File: src/rtl/imem_boot_loader_pkg.sv
// Shared definitions for the instruction-memory boot loader: FSM states and frame geometry.
package imem_boot_loader_pkg;

  localparam int unsigned LEN_WIDTH      = 16;
  localparam int unsigned BYTES_PER_WORD = 4;
  localparam int unsigned WORD_WIDTH     = 8 * BYTES_PER_WORD;

  typedef enum logic [2:0] {
    ST_IDLE   = 3'd0,
    ST_LEN_LO = 3'd1,
    ST_LEN_HI = 3'd2,
    ST_DATA   = 3'd3,
    ST_WRITE  = 3'd4,
    ST_DONE   = 3'd5,
    ST_ERROR  = 3'd6
  } state_t;

endpackage

File: src/rtl/imem_boot_loader_word_assembler.sv
// Little-endian byte-to-word assembler: shifts bytes into lane cnt and flags the 4th byte.
module word_assembler
  import imem_boot_loader_pkg::*;
(
  input  logic                  clk,
  input  logic                  rstn,
  input  logic                  clear,
  input  logic                  byte_valid,
  input  logic [7:0]            byte_in,
  output logic [WORD_WIDTH-1:0] word_next,
  output logic                  word_full
);

  logic [1:0]            cnt;
  logic [WORD_WIDTH-1:0] word;

  // word_next already carries the incoming byte so the 4th byte can be captured on its own edge
  always_comb begin
    word_next = word;
    word_next[{cnt, 3'b000} +: 8] = byte_in;
  end

  assign word_full = byte_valid && (cnt == 2'(BYTES_PER_WORD - 1));

  always_ff @(posedge clk or negedge rstn) begin
    if (!rstn) begin
      cnt  <= '0;
      word <= '0;
    end else if (clear) begin
      cnt  <= '0;
    end else if (byte_valid) begin
      word <= word_next;
      cnt  <= cnt + 2'd1;
    end
  end

endmodule

File: src/rtl/imem_boot_loader.sv
// Boot loader: receives a length-prefixed byte frame and writes the words into instruction memory.
module imem_boot_loader
  import imem_boot_loader_pkg::*;
#(
  parameter int unsigned DATA_WIDTH   = 32,
  parameter int unsigned MEM_CAPACITY = 10
) (
  input  logic                  clk,
  input  logic                  rstn,
  input  logic                  start,
  input  logic                  rx_valid,
  input  logic [7:0]            rx_data,
  output logic                  rx_ready,
  output logic [DATA_WIDTH-1:0] mem_addr,
  output logic [DATA_WIDTH-1:0] mem_wd,
  output logic                  mem_we,
  output logic                  busy,
  output logic                  done,
  output logic                  error,
  output logic                  core_en,
  output logic [15:0]           words_loaded
);

  localparam logic [LEN_WIDTH-1:0] CAP = LEN_WIDTH'(MEM_CAPACITY);

  state_t                state;
  logic [LEN_WIDTH-1:0]  len;
  logic [LEN_WIDTH-1:0]  word_idx;
  logic [LEN_WIDTH-1:0]  len_full;
  logic                  xfer;
  logic                  asm_clear;
  logic                  asm_valid;
  logic                  asm_full;
  logic [WORD_WIDTH-1:0] asm_word;

  assign xfer      = rx_valid && rx_ready;
  assign len_full  = {rx_data, len[7:0]};
  assign asm_valid = xfer && (state == ST_DATA);
  assign asm_clear = (state != ST_DATA) && (state != ST_WRITE);

  word_assembler u_asm (
    .clk        (clk),
    .rstn       (rstn),
    .clear      (asm_clear),
    .byte_valid (asm_valid),
    .byte_in    (rx_data),
    .word_next  (asm_word),
    .word_full  (asm_full)
  );

  always_ff @(posedge clk or negedge rstn) begin
    if (!rstn) begin
      state        <= ST_IDLE;
      len          <= '0;
      word_idx     <= '0;
      rx_ready     <= 1'b0;
      mem_addr     <= '0;
      mem_wd       <= '0;
      mem_we       <= 1'b0;
      busy         <= 1'b0;
      done         <= 1'b0;
      error        <= 1'b0;
      core_en      <= 1'b0;
      words_loaded <= '0;
    end else begin
      case (state)
        ST_IDLE, ST_DONE, ST_ERROR: begin
          if (start) begin
            state        <= ST_LEN_LO;
            len          <= '0;
            word_idx     <= '0;
            words_loaded <= '0;
            rx_ready     <= 1'b1;
            busy         <= 1'b1;
            done         <= 1'b0;
            error        <= 1'b0;
            core_en      <= 1'b0;
          end
        end
        ST_LEN_LO: begin
          if (xfer) begin
            len[7:0] <= rx_data;
            state    <= ST_LEN_HI;
          end
        end
        ST_LEN_HI: begin
          if (xfer) begin
            len[15:8] <= rx_data;
            if (len_full == '0 || len_full > CAP) begin
              state    <= ST_ERROR;
              rx_ready <= 1'b0;
              busy     <= 1'b0;
              error    <= 1'b1;
            end else begin
              state <= ST_DATA;
            end
          end
        end
        ST_DATA: begin
          if (asm_full) begin
            state    <= ST_WRITE;
            rx_ready <= 1'b0;
            mem_we   <= 1'b1;
            mem_addr <= DATA_WIDTH'({word_idx, 2'b00});
            mem_wd   <= DATA_WIDTH'(asm_word);
          end
        end
        ST_WRITE: begin
          mem_we       <= 1'b0;
          word_idx     <= word_idx + 16'd1;
          words_loaded <= words_loaded + 16'd1;
          if (word_idx + 16'd1 == len) begin
            state   <= ST_DONE;
            busy    <= 1'b0;
            done    <= 1'b1;
            core_en <= 1'b1;
          end else begin
            state    <= ST_DATA;
            rx_ready <= 1'b1;
          end
        end
        default: begin
          state    <= ST_IDLE;
          rx_ready <= 1'b0;
          mem_we   <= 1'b0;
          busy     <= 1'b0;
        end
      endcase
    end
  end

endmodule

File: config.mk
export PLATFORM = sky130hd
export DESIGN_NAME = imem_boot_loader
export DESIGN_NICKNAME = d
export VERILOG_FILES = /design/src/rtl/imem_boot_loader_pkg.sv /design/src/rtl/imem_boot_loader_word_assembler.sv /design/src/rtl/imem_boot_loader.sv
export SDC_FILE = /design/constraint.sdc
export NUM_CORES = 1
export LEC_CHECK = 0
export CAP_MARGIN = 20
export CELL_PAD_IN_SITES_DETAIL_PLACEMENT = 0
export CELL_PAD_IN_SITES_GLOBAL_PLACEMENT = 2
export CORE_UTILIZATION = 41
export CTS_BUF_LIST = sky130_fd_sc_hd__clkbuf_8
export CTS_CLUSTER_DIAMETER = 200
export DETAILED_ROUTE_END_ITERATION = 8
export DONT_BUFFER_PORTS = 1
export PLACE_DENSITY = 0.87
export SLEW_MARGIN = 30
export SYNTH_ARGS = -nofsm -noshare
export SYNTH_HDL_FRONTEND = slang
export SYNTH_SLANG_ARGS = --single-unit
export TNS_END_PERCENT = 20
File: constraint.sdc
create_clock -name clk -period 2.9 [get_ports clk]
set_clock_uncertainty 0.15 [all_clocks]
set_input_delay 0.58 -clock clk [delete_from_list [all_inputs] [get_ports clk]]
set_output_delay 0.58 -clock clk [all_outputs]
set_load 0.01 [all_outputs]
==> results.yml <==
sta:
  report.final.hold_viol_count: 130
  fmax_ghz: 0.387
  report.final.slew_viol_count: 0
  rsz0062_at_grt: "false"
  setup_viol: 0
  worstMarginPinSlew_ns: 0.810
  setup_tns_ns: 0
  hold_slack_ns: -0.323
  finalCritPeriodShare_pct: 89.0
  slew_headroom_pct: 46.0
  layout_min_cycle_time_ns: 2.58
min_path:
  hold_path_class: "in2async"
worst_setup_path:
  crit_arrival_ns: 2.76
  cp-end-kind: "register"
  cpPeakStageDelay_ns: 0.57
  path_max_fanout: 11
  r2r-start: "word_idx[5]"
  crit_type: "reg2reg"
  reg2reg_to: "rx_ready"
  r2r_setup_slack_ns: 0.32
  reg2reg_depth: 6
  critical-path-slowest-cell: "or4_4"
  cp-start-kind: "register"
  crit_chain: "nand3_2 > nor4_2 > xnor2_1 > nand4_1 > or4_4 > o21a_1"
  worstPathRequired_ns: 3.08
logic_synthesis:
  async_flop_share_pct: 100
  yosys.area.top_type: "dfrtp_1"
  ys_types: 54
  synth_area_leaders: "dfrtp_1 50%, o21ai_0 7.1%, nand2_1 5.7%"
  yosysTopAreaCellShare_pct: 49.8
  synth_cells: 687
  ys_seq_area_share_pct: 49.8
  syn_area_per_cell_um2: 9.52
  yosys_most_used_dff: "dfrtp_1"
  synth_warnings: 0
  synth_seq_cells: 130
  synth_edf_count: 0
  netlist_area_um2: 6540
routing:
  drt_iter0_drc: 294
  vias: 4870
  dr.pass1.iters: 4
  wirelength_um: 15600
  avgViaCountPerCell: 5.44
  drc: 0
  wire_per_inst_um: 17.4
  ant_nets: 0
status:
  violations: "negative hold slack"
  status: "complete, but fails checks"
clock_tree:
  numCtsBuffers: 17
  postCtsResizedCells: 0
  cts_tree: "yes"
  clock_tree.root_cell: "clkbuf_8"
  clkSlewWorstSetupHoldPaths_ns: 0.08
  htree_levels: 4
  cts_buffer_depth: 2
  insertion_delay_ns: 0.44
  numClockSinks: 130
pwr:
  leakagePower_nw: 3.20
  ir_drop_mv: 0.319
  finalPower_mw: 5.34
  cellPowerDensity_nw_per_um2: 755
global_routing:
  overflow: 0
  grt_pass1_vias: 4809
  grt_pass1_wl_um: 25200
  antenna_found_initial: 0
  grt_max_degree: 131
  grt_usage_pct: 20.0
finish:
  syn_to_final_growth_pct: 8.21
  finalInstanceArea_um2: 7070
  final_cell_mix: "130 x dfrtp_1, 99 x nand2_1, 93 x o21ai_0"
  fin_nets: 691
  drive_above_1_share_pct: 10.8
  stdcell_count: 896
  final_common_cell: "dfrtp_1"
  n_antenna_cell: 0
floorplan:
  rows: 45
  initial_utilization_pct: 42.5
  die_h_um: 128
  core-area_um2: 15400
  io_pins: 98
  die-area_um2: 16500
  die_width_um: 128
place:
  dp_cells: 864
  place_hpwl_um: 10600
  dpl_cell_area_um2: 6650
  gp_congestion: 0.855
  io_buffers: 0
job:
  maxCapViolations: 0
## stage by stage
stage | setup WS (ns) | util [%] | hold slack (ns)
final | 0.318 | 46.0 | -0.323
after CTS | 0.320 | 46.0 | -0.357
after detailed placement | 0.339 | 43.3 | 0.137
after global routing | 0.149 | 46.0 | -0.364
after floorplan | 0.488 | - | 0.134
after global placement | 0.373 | 43.3 | 0.137
## routing by layer
| layer | wire length, um | vias to the layer above | part of all wire, % | global-route usage [%] |
|---|---|---|---|---|
| met5 | 0 | - | 0 | 0 |
| li1 | - | 2356 | - | - |
| met4 | 187 | 0 | 1.2 | 8.37 |
| met1 | 6780 | 2393 | 43 | 24.3 |
| met3 | 828 | 11 | 5.3 | 5.13 |
| met2 | 7820 | 110 | 50 | 33.5 |
## how the worst max path moves through the flow
stage                     slack, ns        to        start  cells after the start
final                          0.32  rx_ready  word_idx[5]                      6
after floorplan                0.49  rx_ready  word_idx[0]                      7
after global placement         0.37  rx_ready  word_idx[0]                      7
after CTS                      0.32  rx_ready  word_idx[5]                      6
after global routing           0.15  rx_ready  word_idx[0]                      7
after detailed placement       0.34  rx_ready  word_idx[0]                      7
## repair_timing
item	CTS	global route
setup buffers	0	0
setup endpoints to repair	0	0
endpoints found under the hold margin	130	130
## synthesized netlist by cell type, types with 4 or more instances
cell type	n
a211o_1	4
a21oi_1	36
a22o_1	33
a31oi_1	5
and2_1	8
and3_1	9
buf_2	8
buf_4	17
clkbuf_1	36
dfrtp_1	130
ha_1	7
inv_1	7
mux2_2	18
nand2_1	100
nand2b_1	7
nand3_1	23
nand4_1	8
nor2_1	24
nor2b_1	26
nor3_1	6
nor4_1	6
o21ai_0	93
o31ai_1	5
xnor2_1	15
xor2_1	12
## kinds of logic (layout without fill, tap and decap cells)
family,Yosys count,count (layout),synth area share [%]
adders and majority gates,7,7,1.34
buffers and inverters,72,55,5.61
muxes,19,19,3.25
other,1,16,0.0574
DFF,130,130,49.8
xor gates and xnor gates,27,27,3.62
AOI/OAI and AO/OA,193,193,18.0
and+or+nand+nor,238,238,18.4
## where the power goes
part           switching (mW)  internal [mW]  total, mW
Clock                   0.736          0.896       1.63
Combinational           0.820          0.596       1.42
Sequential              0.270           2.02       2.29
## registers in the layout, indices dropped and copies added (netlist names)
name / cells
word_idx: 16
len: 16
mem_we: 1
state: 3
words_loaded: 16
mem_wd: 32
error: 1
mem_addr: 16
busy: 1
core_en: 1
u_asm.word: 24
u_asm.cnt: 2
rx_ready: 1
## cell type report
cell class                 count  area (um2)
fill                        1455        8300
sequential                   130        3250
multi-input combinational    500        2980
tap                          211         264
clock buffer                  19         262
clock inverter                13         160
timing repair buffer          16         133
inverter                       7        26.3
## critical path, delay by kind of cell (launching register included)
family / cells / cell delay, ns
AOI/OAI and AO/OA: 1 / 0.18
xor gates and xnor gates: 1 / 0.18
DFF: 1 / 0.54
and+or+nand+nor: 4 / 1.42
Note: power is estimated with default switching activity, not from simulation.
